`config.mk`:
```
export PLATFORM = sky130hd
export DESIGN_NAME = scroll_fetch_flat
export DESIGN_NICKNAME = d
export VERILOG_FILES = /design/src/rtl/scroll_fetch_pkg.sv /design/src/rtl/scroll_fetch_if.sv /design/src/rtl/scroll_fetch.sv /design/src/flat_wrapper.sv
export SDC_FILE = /design/constraint.sdc
export NUM_CORES = 1
export LEC_CHECK = 0
export BUFFER_PORTS_ARGS = -buffer_cell sky130_fd_sc_hd__buf_2
export CAP_MARGIN = 20
export CELL_PAD_IN_SITES_DETAIL_PLACEMENT = 1
export CELL_PAD_IN_SITES_GLOBAL_PLACEMENT = 1
export CORE_ASPECT_RATIO = 1.5
export CORE_MARGIN = 3
export CORE_UTILIZATION = 39
export DETAILED_ROUTE_END_ITERATION = 8
export PLACE_DENSITY_LB_ADDON = 0.08
export SETUP_SLACK_MARGIN = 0.3
export SLEW_MARGIN = 15
export SYNTH_ARGS = -nofsm -noshare
export SYNTH_HDL_FRONTEND = slang
export SYNTH_SLANG_ARGS = --single-unit
export TNS_END_PERCENT = 20
```
`constraint.sdc`:
```
create_clock -name i_EMU_MCLK -period 2.14 [get_ports i_EMU_MCLK]
set_clock_uncertainty 0.2 [all_clocks]
set_input_delay 0.428 -clock i_EMU_MCLK [delete_from_list [all_inputs] [get_ports i_EMU_MCLK]]
set_output_delay 0.428 -clock i_EMU_MCLK [all_outputs]
set_load 0.01 [all_outputs]
```
`src/rtl/scroll_fetch_pkg.sv`:
```
// Shared constants for the scroll RAM fetch sequencer (package scroll_pkg):
// scroll RAM address map, fetch FSM state encodings and the slot start phase.
package scroll_pkg;

  localparam int unsigned ADDR_W = 11;

  localparam logic [ADDR_W-1:0] BASE_HA_LO = 11'h000;
  localparam logic [ADDR_W-1:0] BASE_HA_HI = 11'h100;
  localparam logic [ADDR_W-1:0] BASE_HB_LO = 11'h200;
  localparam logic [ADDR_W-1:0] BASE_HB_HI = 11'h300;
  localparam logic [ADDR_W-1:0] BASE_VA    = 11'h400;
  localparam logic [ADDR_W-1:0] BASE_VB    = 11'h440;

  // {pixel parity, MCLK phase} value that opens a 2-pixel fetch slot
  localparam logic [3:0] SLOT_START_PHASE = 4'b0000;

  typedef enum logic [2:0] {
    ST_IDLE  = 3'd0,
    ST_HA_LO = 3'd1,
    ST_HA_HI = 3'd2,
    ST_HB_LO = 3'd3,
    ST_HB_HI = 3'd4,
    ST_HDONE = 3'd5,
    ST_VCOL  = 3'd6
  } fetch_state_e;

  function automatic logic [ADDR_W-1:0] line_addr(input logic [ADDR_W-1:0] base,
                                                  input logic [7:0] idx);
    return base | {3'b000, idx};
  endfunction

  function automatic logic [ADDR_W-1:0] col_addr(input logic layer_b, input logic [5:0] col);
    return (layer_b ? BASE_VB : BASE_VA) | {5'b00000, col};
  endfunction

endpackage

```
`src/rtl/scroll_fetch_if.sv`:
```
// Scroll RAM GFX read port: address out from the fetcher, readout data back.
interface scroll_fetch_if;
  import scroll_pkg::*;

  logic [ADDR_W-1:0] o_GFXADDR;
  logic [7:0]        i_SCRRAM_DATA;

  modport master (output o_GFXADDR, input  i_SCRRAM_DATA);
  modport slave  (input  o_GFXADDR, output i_SCRRAM_DATA);
endinterface

```
`src/rtl/scroll_fetch.sv`:
```
// Scroll RAM fetch sequencer: line HSCROLL fetch inside the VCLK window, column VSCROLL fetch outside it.
// Build macro SCROLL_FETCH_FLIP_EN: mirror line/column indices when i_FLIP is set.
//
// state    | meaning
// IDLE     | after reset / VCLK high without a seen rising edge; no fetch
// HA_LO    | presenting TM-A HSCROLL low byte address
// HA_HI    | presenting TM-A HSCROLL high bit address
// HB_LO    | presenting TM-B HSCROLL low byte address
// HB_HI    | presenting TM-B HSCROLL high bit address
// HDONE    | line fetch complete, address held, waiting for VCLK fall to commit
// VCOL     | VCLK low, fetching next column VSCROLL for TM-A / TM-B
module scroll_fetch
  import scroll_pkg::*;
(
  input  logic           i_EMU_MCLK,
  input  logic           i_EMU_MRST_n,
  input  logic [4:0]     i_EMU_TIMING,
  input  logic [8:0]     i_HCNTR,
  input  logic [7:0]     i_VCNTR,
  input  logic           i_VCLK,
  input  logic           i_FLIP,
  scroll_fetch_if.master scr_bus,
  output logic [8:0]     o_TMA_HSCROLL,
  output logic [8:0]     o_TMB_HSCROLL,
  output logic [7:0]     o_TMA_VSCROLL,
  output logic [7:0]     o_TMB_VSCROLL
);

  fetch_state_e      state_q, state_d;
  logic              vclk_q, edge_ok_q, rise_pend_q;
  logic              slot_start, vclk_rise, vclk_fall, rise_seen;
  logic [5:0]        col_next, col_idx;
  logic [7:0]        line_idx;
  logic [ADDR_W-1:0] addr_q;
  logic              vcol_layer_q;
  logic [8:0]        sh_tma_q, sh_tmb_q;
  logic              unused_sig;

  assign slot_start = (i_EMU_TIMING[3:0] == SLOT_START_PHASE);
  // edge_ok_q masks the first cycle after reset so a VCLK already high is not seen as a rise
  assign vclk_rise  = edge_ok_q & i_VCLK & ~vclk_q;
  assign vclk_fall  = edge_ok_q & ~i_VCLK & vclk_q;
  assign rise_seen  = vclk_rise | rise_pend_q;
  assign col_next   = i_HCNTR[8:3] + 6'd1;

`ifdef SCROLL_FETCH_FLIP_EN
  assign line_idx   = i_FLIP ? ~i_VCNTR : i_VCNTR;
  assign col_idx    = i_FLIP ? ~col_next : col_next;
  assign unused_sig = ^{i_EMU_TIMING[4], i_HCNTR[1:0]};
`else
  assign line_idx   = i_VCNTR;
  assign col_idx    = col_next;
  assign unused_sig = ^{i_EMU_TIMING[4], i_HCNTR[1:0], i_FLIP};
`endif

  assign scr_bus.o_GFXADDR = addr_q;

  always_ff @(posedge i_EMU_MCLK or negedge i_EMU_MRST_n) begin
    if (!i_EMU_MRST_n) begin
      vclk_q      <= 1'b0;
      edge_ok_q   <= 1'b0;
      rise_pend_q <= 1'b0;
    end else begin
      vclk_q    <= i_VCLK;
      edge_ok_q <= 1'b1;
      if (slot_start || vclk_fall) rise_pend_q <= 1'b0;
      else if (vclk_rise)          rise_pend_q <= 1'b1;
    end
  end

  always_ff @(posedge i_EMU_MCLK or negedge i_EMU_MRST_n) begin
    if (!i_EMU_MRST_n) state_q <= ST_IDLE;
    else               state_q <= state_d;
  end

  always_comb begin
    state_d = state_q;
    if (slot_start) begin
      if (!i_VCLK)        state_d = ST_VCOL;
      else if (rise_seen) state_d = ST_HA_LO;
      else begin
        case (state_q)
          ST_HA_LO: state_d = ST_HA_HI;
          ST_HA_HI: state_d = ST_HB_LO;
          ST_HB_LO: state_d = ST_HB_HI;
          ST_HB_HI: state_d = ST_HDONE;
          ST_HDONE: state_d = ST_HDONE;
          default:  state_d = ST_IDLE;
        endcase
      end
    end
  end

  // Captures are keyed on state_q: the data returning now belongs to the address of the slot just ended.
  always_ff @(posedge i_EMU_MCLK or negedge i_EMU_MRST_n) begin
    if (!i_EMU_MRST_n) begin
      addr_q        <= '0;
      vcol_layer_q  <= 1'b0;
      sh_tma_q      <= '0;
      sh_tmb_q      <= '0;
      o_TMA_HSCROLL <= '0;
      o_TMB_HSCROLL <= '0;
      o_TMA_VSCROLL <= '0;
      o_TMB_VSCROLL <= '0;
    end else begin
      if (slot_start) begin
        case (state_q)
          ST_HA_LO: sh_tma_q[7:0] <= scr_bus.i_SCRRAM_DATA;
          ST_HA_HI: sh_tma_q[8]   <= scr_bus.i_SCRRAM_DATA[0];
          ST_HB_LO: sh_tmb_q[7:0] <= scr_bus.i_SCRRAM_DATA;
          ST_HB_HI: sh_tmb_q[8]   <= scr_bus.i_SCRRAM_DATA[0];
          ST_VCOL: begin
            if (vcol_layer_q) o_TMB_VSCROLL <= scr_bus.i_SCRRAM_DATA;
            else              o_TMA_VSCROLL <= scr_bus.i_SCRRAM_DATA;
          end
          default: ;
        endcase

        case (state_d)
          ST_HA_LO: addr_q <= line_addr(BASE_HA_LO, line_idx);
          ST_HA_HI: addr_q <= line_addr(BASE_HA_HI, line_idx);
          ST_HB_LO: addr_q <= line_addr(BASE_HB_LO, line_idx);
          ST_HB_HI: addr_q <= line_addr(BASE_HB_HI, line_idx);
          ST_VCOL: begin
            addr_q       <= col_addr(i_HCNTR[2], col_idx);
            vcol_layer_q <= i_HCNTR[2];
          end
          default: ;
        endcase
      end

      if (vclk_fall && state_q == ST_HDONE) begin
        o_TMA_HSCROLL <= sh_tma_q;
        o_TMB_HSCROLL <= sh_tmb_q;
      end
    end
  end

endmodule

```
`src/flat_wrapper.sv`:
```
// flat-port wrapper written by rule: the top's interface ports become plain ports
module scroll_fetch_flat import scroll_pkg::*;
  (i_EMU_MCLK, i_EMU_MRST_n, i_EMU_TIMING, i_HCNTR, i_VCNTR, i_VCLK, i_FLIP, o_TMA_HSCROLL, o_TMB_HSCROLL, o_TMA_VSCROLL, o_TMB_VSCROLL, scr_bus_o_GFXADDR, scr_bus_i_SCRRAM_DATA);
  scroll_fetch_if scr_bus_i ();
  input  logic i_EMU_MCLK;
  input  logic i_EMU_MRST_n;
  input  logic [4:0] i_EMU_TIMING;
  input  logic [8:0] i_HCNTR;
  input  logic [7:0] i_VCNTR;
  input  logic i_VCLK;
  input  logic i_FLIP;
  output logic [8:0] o_TMA_HSCROLL;
  output logic [8:0] o_TMB_HSCROLL;
  output logic [7:0] o_TMA_VSCROLL;
  output logic [7:0] o_TMB_VSCROLL;
  output wire logic [$bits(scr_bus_i.o_GFXADDR)-1:0] scr_bus_o_GFXADDR;
  input wire logic [$bits(scr_bus_i.i_SCRRAM_DATA)-1:0] scr_bus_i_SCRRAM_DATA;
  assign scr_bus_o_GFXADDR = scr_bus_i.o_GFXADDR;
  assign scr_bus_i.i_SCRRAM_DATA = scr_bus_i_SCRRAM_DATA;
  scroll_fetch u_core (.i_EMU_MCLK(i_EMU_MCLK), .i_EMU_MRST_n(i_EMU_MRST_n), .i_EMU_TIMING(i_EMU_TIMING), .i_HCNTR(i_HCNTR), .i_VCNTR(i_VCNTR), .i_VCLK(i_VCLK), .i_FLIP(i_FLIP), .scr_bus(scr_bus_i), .o_TMA_HSCROLL(o_TMA_HSCROLL), .o_TMB_HSCROLL(o_TMB_HSCROLL), .o_TMA_VSCROLL(o_TMA_VSCROLL), .o_TMB_VSCROLL(o_TMB_VSCROLL));
endmodule
```
==> results of run 1 <==
[state kept, by name, indices dropped and copies added, names as in the netlist]
name and cells:
u_core.edge_ok_q 1, u_core.o_TMA_HSCROLL 9, u_core.o_TMA_VSCROLL 8, u_core.o_TMB_HSCROLL 9, u_core.o_TMB_VSCROLL 8, u_core.rise_pend_q 1
u_core.scr_bus.o_GFXADDR 11, u_core.sh_tma_q 9, u_core.sh_tmb_q 9, u_core.state_q 3, u_core.vclk_q 1, u_core.vcol_layer_q 1
[cells in the mapped netlist, types with 2 or more instances]
cell type / instances
dfrtp_1: 70
mux2_2: 46
nand2_1: 15
mux2_4: 8
nor2_1: 8
o21ai_0: 7
buf_2: 5
mux2i_1: 4
nand3_1: 4
a21oi_1: 3
clkbuf_1: 3
inv_1: 3
nand4b_1: 3
o41ai_1: 3
xnor2_1: 3
a22oi_1: 2
and3_1: 2
buf_6: 2
nor2b_1: 2
nor4_1: 2
o21ai_1: 2
o31ai_1: 2
xor2_1: 2
[tightest hold or removal path: stages]
cell and delay, ns:
buf_2 0.09, nand2_1 0.04, o21ai_0 0.06
[logic make-up after synthesis]
family          after synthesis
compound gates               21
xor+xnor                      5
fa+ha+maj                     1
buf+inv                      13
flops                        70
mux                          58
other cells                   1
simple gates                 46
[worst min path at each step]
stage	slack, ns	endpoint	cells after the start	from
2_1_floorplan	-0.07	u_core.edge_ok_q$_DFF_PN0_	0	i_EMU_MRST_n
3_3_place_gp	0.25	u_core.o_TMB_HSCROLL[6]$_DFFE_PN0P_	1	i_EMU_MRST_n
3_5_place_dp	0.26	u_core.scr_bus.o_GFXADDR[10]$_DFFE_PN0P_	1	u_core.scr_bus.o_GFXADDR[10]$_DFFE_PN0P_
4_1_cts	0.10	u_core.scr_bus.o_GFXADDR[7]$_DFFE_PN0P_	3	i_VCNTR[7]
5_1_grt	0.13	u_core.scr_bus.o_GFXADDR[7]$_DFFE_PN0P_	3	i_VCNTR[7]
6_report	0.11	u_core.scr_bus.o_GFXADDR[7]$_DFFE_PN0P_	3	i_VCNTR[7]
[power by group through the flow]
| stage | Clock, mW | Combinational [mW] | Sequential, mW |
|---|---|---|---|
| global placement | 0 | 0.727 | 1.71 |
| floorplan | 0 | 0.382 | 1.76 |
| CTS | 1.04 | 0.762 | 1.71 |
| global route | 1.10 | 0.924 | 1.75 |
| finish | 0.999 | 0.843 | 1.71 |
| detailed placement | 0 | 0.742 | 1.73 |
[routing by layer]
layer / wire, µm / part of all wire, % / GRT usage, %
met5: 0 / 0 / 0
met4: 159 / 2.4 / 9.79
met3: 323 / 4.8 / 3.13
met2: 3550 / 53 / 27.2
met1: 2670 / 40 / 19.4
[timing repair]
item                                    4_1_cts  5_1_grt
hold buffers                                  1        0
resized for setup                             6       26
endpoints found under the setup margin       19       44
pin swaps                                     2        7
setup buffers                                 0        5
hold endpoints to repair                     21        0
cloned                                        1        0
[final cells by class]
class                   instances  area, µm²
clock buffers                  13        169
clock inverters                 3       17.5
fillers                       767       3350
inverters                       3       11.3
multi-input cells             133       1240
flip-flops and latches         70       1750
well taps                     100        125
repair buffers                 94        599
[stage by stage]
step	power [mW]	utilization (%)	worst slack, ns	hold WS [ns]	setup TNS (ns)
6_report	3.55	53.9	0.250	0.114	0
3_3_place_gp	2.44	48.7	-0.132	0.250	-2.15
4_1_cts	3.51	51.8	0.279	0.104	0
5_1_grt	3.77	53.9	0.185	0.133	0
3_5_place_dp	2.47	48.7	-0.169	0.265	-2.44
2_1_floorplan	2.14	-	-0.0551	-0.0676	-0.441
==> results.yml, run 1 <==
routing:
  wl_per_cell_um: 16.1
  first_pass_iters: 3
  ant_nets: 0
  drc: 0
  wl_mm: 6.70
  vias_per_cell: 4.92
  drt_iter0_markers: 82
  vias: 2045
job:
  cap_violations: 0
die:
  ios: 79
  fp.dieW_um: 76.9
  fp.dieH_um: 112
  core_area_um2: 7270
  start_util_pct: 40.4
  die-area_um2: 8640
  rows: 38
critical_path:
  cp.required_ns: 2.19
  worstSetupStartpointType: "register"
  crit_cells: 5
  critPathMaxFanout: 5
  cp-end-kind: "register"
  crit-reg2reg-launch: "u_core.state_q[1]$_DFF_PN0_"
  r2r-end: "u_core.scr_bus.o_GFXADDR[8]$_DFFE_PN0P_"
  path_delay_family: "compound AO/OA/AOI/OAI gates"
  ff2ff_setup_slack_ns: 0.25
  arrival_ns: 1.94
  max_stage_delay_ns: 0.43
  crit_buf_inv: 1
  r2r_cells: 5
  path_cells: "buf_4 > o41ai_2 > a22oi_2 > xnor2_1 > o31ai_1"
  worstSetupStartpoint: "u_core.state_q[1]$_DFF_PN0_"
  worstSetupPathType: "reg2reg"
  cpMaxStageDelayCell: "dfrtp_2"
  endpoint: "u_core.scr_bus.o_GFXADDR[8]$_DFFE_PN0P_"
power_and_ir_drop:
  clockPowerShare_pct: 28.1
  intPower_mw: 2.51
  leakage_nw: 2.08
  seqPwrFrac_pct: 48.2
  peakVddDrop_mv: 0.501
  power_density_nw_per_um2: 906
  switching_share_pct: 29.3
  combinationalPowerShare_pct: 23.7
  power.net_switching_mw: 1.04
placed_design:
  place_area_um2: 3540
  port-buffer-count: 74
  dp.cells: 393
  dp_hpwl_mm: 4.68
  gp_congestion: 0.770
cells_and_area:
  drive_above_1_share_pct: 57.9
  fin_cells: 416
  syn_to_final_growth_pct: 33.4
  final_common_cell: "buf_2"
  nets: 346
  n_antenna_cell: 0
  layout_common_cells: "buf_2, dfrtp_1, mux2_2, nand2_1"
  finalInstanceArea_um2: 3920
synthesis:
  synth.distinct_cells: 37
  async_reset_ff_share_pct: 100
  synth_edf_count: 0
  synth_nets: 250
  synth_top_area_share_pct: 59.6
  syn_area_um2: 2940
  synth_top_family_by_area: "multiplexers"
  synth_area_leaders: "dfrtp_1, mux2_2, mux2_4"
  synth_compound_area_share_pct: 4.51
  synth_top_area_cell: "dfrtp_1"
  yosys.area_share.simple_pct: 8.43
  synth_cells: 215
  synthXorXnorAreaFrac_pct: 1.49
  synth.avg_cell_area_um2: 13.7
  yosysSeqAreaShare_pct: 59.6
  ys_seq_elements: 70
  yosys_most_used_dff: "dfrtp_1"
  yosysWarnings: 0
  synth_adder_area_share_pct: 0.426
  synthMuxAreaShare_pct: 23.1
timing:
  drv_slew: 0
  worstMarginPinSlew_ns: 0.563
  period_needed_ns: 1.89
  rsz0062_at_grt: "true"
  min_period_over_period_pct: 88.3
  fmax_mhz: 529
  finalSetupViolCount: 0
  slew_headroom_pct: 62.4
  final_hold_viol_count: 0
cts:
  clockRootBuffer: "clkbuf_8"
  clk_pin_slew_ns: 0.07
  clk_latency_ns: 0.35
  clk_path_buf_depth: 2
  htree_levels: 3
  cts_tree: "yes"
  cts_buffers: 9
  cts.sinks: 70
grt:
  grt-ovfl-total: 0
  grt_util_all_layers_pct: 16.3
  grt_pass1_wl_mm: 11.0
  grt_pass1_vias: 2191
  antenna_found_initial: 0
  grt_max_degree: 28
worst_hold_path:
  hold_class: "in2reg"
outcome:
  status: "finished clean"
(Power assumes the default switching activity.)
==> run 2: changes to the inputs <==
--- a/config.mk
+++ b/config.mk
@@ -9,11 +9,12 @@
 export CAP_MARGIN = 20
 export CELL_PAD_IN_SITES_DETAIL_PLACEMENT = 1
 export CELL_PAD_IN_SITES_GLOBAL_PLACEMENT = 1
-export CORE_ASPECT_RATIO = 1.5
+export CORE_ASPECT_RATIO = 1.75
 export CORE_MARGIN = 3
 export CORE_UTILIZATION = 39
 export DETAILED_ROUTE_END_ITERATION = 8
 export PLACE_DENSITY_LB_ADDON = 0.08
+export REMOVE_ABC_BUFFERS = 1
 export SETUP_SLACK_MARGIN = 0.3
 export SLEW_MARGIN = 15
 export SYNTH_ARGS = -nofsm -noshare
==> results.yml, run 2 (synthesis results as in run 1) <==
critical_path:
  arrival_ns: 1.92
  crit_buf_inv: 2
  crit_cells: 5
  cpMaxStageDelayCell: "or4_4"
  worstSetupStartpointType: "input port"
  cp.required_ns: 2.14
  path_delay_family: "simple AND/OR/NAND/NOR gates"
  cp-end-kind: "register"
  crit_path_frequent_cell: "buf_6"
  path_cells: "buf_6 > or4_4 > or3_4 > buf_6 > mux2_4"
  worstSetupPathType: "in2reg"
  r2r_cells: 5
  max_stage_delay_ns: 0.55
  critPathMaxFanout: 5
cells_and_area:
  final_common_cell: "buf_2"
  final_core_util_pct: 53.4
  drive_above_1_share_pct: 54.3
  n_antenna_cell: 0
  nets: 341
  finalInstanceArea_um2: 3890
  layout_common_cells: "buf_2, dfrtp_1, mux2_2, nand2_1"
  largest_reg_flops: 11
  syn_to_final_growth_pct: 32.2
routing:
  wl_per_cell_um: 17.1
  wl_mm: 6.77
  first_pass_iters: 3
  vias_per_cell: 5.11
  drc: 0
  ant_nets: 0
  vias: 2030
  drt_iter0_markers: 76
worst_hold_path:
  hold_path_depth: 3
  hold_class: "in2reg"
power_and_ir_drop:
  power.total_mw: 4.03
  leakage_nw: 2.09
  peakVddDrop_mv: 0.561
  power_density_nw_per_um2: 1040
cts:
  cts_setup_buffers: 0
  clk_latency_ns: 0.32
  htree_levels: 3
  cts_tree: "yes"
  cts.sinks: 70
  cts_buffers: 9
  clockRootBuffer: "clkbuf_16"
  clk_path_buf_depth: 2
  clk_pin_slew_ns: 0.06
placed_design:
  dpl_worst_slack_ns: -0.225
  dp_hpwl_mm: 4.72
  port-buffer-count: 74
  gp_congestion: 0.752
  place_area_um2: 3480
grt:
  grt_util_all_layers_pct: 17.0
  grt-ovfl-total: 0
  grt_max_degree: 71
  grt_pass1_vias: 2227
  grt_pass1_wl_mm: 11.2
  antenna_found_initial: 0
die:
  ios: 79
  fp.dieH_um: 121
  fp.dieW_um: 71.6
  start_util_pct: 40.4
  die-area_um2: 8660
  core_area_um2: 7280
  rows: 41
timing:
  drv_slew: 0
  setup_slack_ns: 0.227
  min_period_over_period_pct: 89.4
  fmax_mhz: 523
  finalSetupViolCount: 0
  final_hold_viol_count: 0
  rsz0062_at_grt: "true"
  period_needed_ns: 1.91
  timing.hold.ws_ns: 0.141
job:
  cap_violations: 0
outcome:
  status: "finished clean"
run 2: changes by cell type in the layout (fill, tap and decap cells not counted), moves of 3 or more:
cell,change
clkbuf_8,-11
clkbuf_16,+9
buf_4,-5
mux2_2,+4
mux2_4,-4
buf_12,-3
buf_6,+3
o21ai_1,-3
run 2: path summary, 6_finish.rpt:
path                                                         start                                       to  slack [ns]
max reg2reg                            u_core.state_q[1]$_DFF_PN0_      u_core.o_TMB_HSCROLL[6]$_DFFE_PN0P_        0.26
min reg2reg                u_core.scr_bus.o_GFXADDR[8]$_DFFE_PN0P_  u_core.scr_bus.o_GFXADDR[8]$_DFFE_PN0P_        0.28
max                                                i_EMU_TIMING[1]           u_core.sh_tmb_q[3]$_DFFE_PN0P_        0.23
max in group asynchronous                             i_EMU_MRST_n              u_core.state_q[1]$_DFF_PN0_        0.96
min                                                     i_VCNTR[7]  u_core.scr_bus.o_GFXADDR[7]$_DFFE_PN0P_        0.14
min in group asynchronous                             i_EMU_MRST_n      u_core.o_TMB_HSCROLL[1]$_DFFE_PN0P_        0.46
run 2: power by group:
part	switching, mW	total (mW)	internal [mW]
clock network	0.514	1.56	1.05
registers	0.145	1.71	1.57
logic	0.378	0.756	0.378
run 2: area by class of cell:
cell class,count,area [µm²]
fill,784,3400
multi-input combinational,133,1170
sequential,70,1750
clock buffer,12,246
inverter,3,11.3
clock inverter,4,70.1
tap,86,108
timing repair buffer,89,526
run 2: worst reg2reg max path: cells and delay by family (launching register included):
| family | cells | cell delay (ns) |
|---|---|---|
| buf+inv | 2 | 0.38 |
| flops | 1 | 0.45 |
| mux | 1 | 0.36 |
| simple gates | 2 | 0.39 |
run 2: layer usage:
layer / global-route usage [%] / vias to the layer above / wire (µm)
li1: - / 947 / -
met1: 18.4 / 1006 / 2490
met2: 30.0 / 64 / 3770
met3: 4.48 / 13 / 336
met4: 8.35 / 0 / 174
met5: 0 / - / 0
run 2: repair_timing:
action | CTS | global route
resized for setup | 8 | 9
setup endpoints to repair | 39 | 45
pin swaps | 1 | 1
hold buffers | 1 | 0
endpoints found under the hold margin | 70 | 0
cloned | 1 | 1
run 2: per-stage QoR:
step,instances,TNS [ns]
3_5_place_dp,378,-4.72
3_3_place_gp,378,-4.37
4_1_cts,396,0
2_1_floorplan,205,-7.92
5_1_grt,397,0
6_report,397,0
==> run 3: changes to the inputs <==
--- a/config.mk
+++ b/config.mk
@@ -5,6 +5,7 @@
 export SDC_FILE = /design/constraint.sdc
 export NUM_CORES = 1
 export LEC_CHECK = 0
+export ABC_AREA = 1
 export BUFFER_PORTS_ARGS = -buffer_cell sky130_fd_sc_hd__buf_2
 export CAP_MARGIN = 20
 export CELL_PAD_IN_SITES_DETAIL_PLACEMENT = 1
==> results.yml, run 3 <==
outcome:
  status: "finished clean"
die:
  fp.dieW_um: 72.0
  fp.dieH_um: 121
  start_util_pct: 40.8
  die-area_um2: 8740
  core_area_um2: 7280
  ios: 79
  rows: 41
timing:
  slew_headroom_pct: 66.6
  final_hold_viol_count: 0
  min_period_over_period_pct: 90.1
  worstMarginPinSlew_ns: 0.501
  drv_slew: 0
  tns_ns: 0
  fmax_mhz: 519
  finalSetupViolCount: 0
  rsz0062_at_grt: "true"
  period_needed_ns: 1.93
routing:
  vias: 2565
  drt_iter0_markers: 126
  vias_per_cell: 5.02
  drc: 0
  wl_mm: 7.79
  ant_nets: 0
  wl_per_cell_um: 15.3
  first_pass_iters: 4
grt:
  grt_pass1_wl_mm: 12.6
  grt_util_all_layers_pct: 19.2
  antenna_found_initial: 0
  grt_pass1_vias: 2675
  grt_max_degree: 35
  grt-ovfl-total: 0
critical_path:
  cp.required_ns: 2.16
  arrival_ns: 1.94
  worstSetupPathType: "reg2reg"
  endpoint: "u_core.scr_bus.o_GFXADDR[7]$_DFFE_PN0P_"
  crit-reg2reg-launch: "u_core.state_q[2]$_DFF_PN0_"
  worstSetupStartpointType: "register"
  cp-end-kind: "register"
  critPathMaxFanout: 5
  ff2ff_setup_slack_ns: 0.21
  r2r_cells: 12
  worstSetupStartpoint: "u_core.state_q[2]$_DFF_PN0_"
  r2r-end: "u_core.scr_bus.o_GFXADDR[7]$_DFFE_PN0P_"
synthesis:
  yosysWarnings: 0
  synth_top_area_cell: "dfrtp_1"
  synth_cells: 323
  synth_top_area_share_pct: 59.0
  synth_area_leaders: "dfrtp_1, nand2_1, o21ai_0"
  synth_edf_count: 0
  ys_seq_elements: 70
  async_reset_ff_share_pct: 100
  synth.avg_cell_area_um2: 9.20
  yosysMostFrequentCell: "nand2_1"
  synth_common_cells: "nand2_1, dfrtp_1, o21ai_0"
  syn_area_um2: 2970
  yosys_most_used_dff: "dfrtp_1"
  synth.distinct_cells: 27
  yosysSeqAreaShare_pct: 59.0
power_and_ir_drop:
  power_density_nw_per_um2: 1080
  leakage_nw: 2.20
  peakVddDrop_mv: 0.719
cells_and_area:
  seqCellArea_um2: 1750
  layout_common_cells: "nand2_1, buf_2, dfrtp_1, o21ai_0, inv_1"
  syn_to_final_growth_pct: 34.9
  multi_input_area_um2: 1130
  largest_reg_flops: 11
  drive_above_1_share_pct: 38.4
  finalInstanceArea_um2: 4010
  fillers: 861
  n_antenna_cell: 0
  final_common_cell: "nand2_1"
  nets: 457
cts:
  clk_path_buf_depth: 2
  cts.sinks: 70
  cts_tree: "yes"
  htree_levels: 3
  cts_buffers: 9
  clk_pin_slew_ns: 0.05
  clk_latency_ns: 0.32
  clockRootBuffer: "clkbuf_16"
worst_hold_path:
  hold_class: "in2reg"
job:
  cap_violations: 0
placed_design:
  dp_hpwl_mm: 5.30
  place_area_um2: 3540
  gp_congestion: 0.821
  port-buffer-count: 74
==> run 3: critical path, cell delays in order, from the launching register on <==
cell and delay [ns]:
dfrtp_1 0.44, inv_2 0.11, nand3_2 0.10, inv_2 0.06, nor2_4 0.10, nand2_2 0.08, a21boi_4 0.20, nand2_2 0.07
nand2_2 0.09, nand2_4 0.11, buf_12 0.17, nand2_2 0.06, o21ai_2 0.05
==> run 3: worst min-delay path by stage <==
stage / startpoint / to / slack, ns / depth (start not counted)
after CTS: i_VCLK / u_core.vclk_q$_DFF_PN0_ / 0.03 / 1
after detailed placement: i_EMU_MRST_n / u_core.o_TMB_HSCROLL[2]$_DFFE_PN0P_ / 0.22 / 1
after global routing: i_VCLK / u_core.vclk_q$_DFF_PN0_ / 0.04 / 1
after floorplan: i_EMU_MRST_n / u_core.edge_ok_q$_DFF_PN0_ / -0.07 / 0
final: i_VCLK / u_core.vclk_q$_DFF_PN0_ / 0.04 / 1
after global placement: i_EMU_MRST_n / u_core.o_TMB_HSCROLL[2]$_DFFE_PN0P_ / 0.21 / 1
==> run 3: layout make-up <==
| type | instances | share of cell area, % |
|---|---|---|
| Clock buffer | 12 | 6.15 |
| Clock inverter | 2 | 0.250 |
| Multi-Input combinational cell | 209 | 28.2 |
| Tap cell | 86 | 2.68 |
| Timing Repair Buffer | 99 | 15.8 |
| Inverter | 33 | 3.15 |
| Sequential cell | 70 | 43.8 |
==> run 3: routing by layer <==
metal  routed length (µm)  up-vias  global-route usage [%]  share of wire [%]
met5                    0        -                       0                  0
met4                  226        0                    10.1                2.9
met3                  346       14                    4.89                4.4
met2                 4390       61                    34.7                 56
met1                 2830     1259                    19.8                 36
li1                     -     1231                       -                  -
==> run 3: power by group <==
group | leakage, nW | total (mW) | switching, mW | internal, mW
clock | 0.128 | 1.29 | 0.496 | 0.798
combinational | 1.18 | 1.18 | 0.667 | 0.515
sequential | 0.889 | 1.84 | 0.195 | 1.65
==> run 3: timing repair <==
action / CTS / global route
setup buffers: 5 / 4
setup endpoints to repair: 12 / 31
resized for setup: 16 / 23
pin swaps: 5 / 15
gates cloned: 1 / 0
hold buffers: 1 / 0
endpoints found under the hold margin: 17 / 0
==> run 3: logic make-up (layout without fill, tap and decap cells) <==
group	Yosys count	after routing	share of synthesized area [%]
AND/OR/NAND/NOR	143	143	20.3
flip-flops	70	70	59.0
AO/OA/AOI/OAI	50	50	9.18
buffers and inverters	44	146	5.98
multiplexers	10	10	3.79
XOR/XNOR	4	4	1.18
adder cells (fa/ha/maj)	1	1	0.421
other	1	1	0.126
==> run 3: through the flow <==
step | utilization [%] | hold WS [ns] | power [mW] | setup WS (ns) | cells
floorplan | - | -0.0676 | 2.39 | 0.214 | 312
global placement | 48.6 | 0.211 | 2.85 | 0.0721 | 486
detailed placement | 48.6 | 0.223 | 2.90 | 0.0555 | 486
CTS | 53.7 | 0.0281 | 4.29 | 0.242 | 507
global route | 55.0 | 0.0387 | 4.60 | 0.0939 | 511
finish | 55.0 | 0.0395 | 4.32 | 0.212 | 511
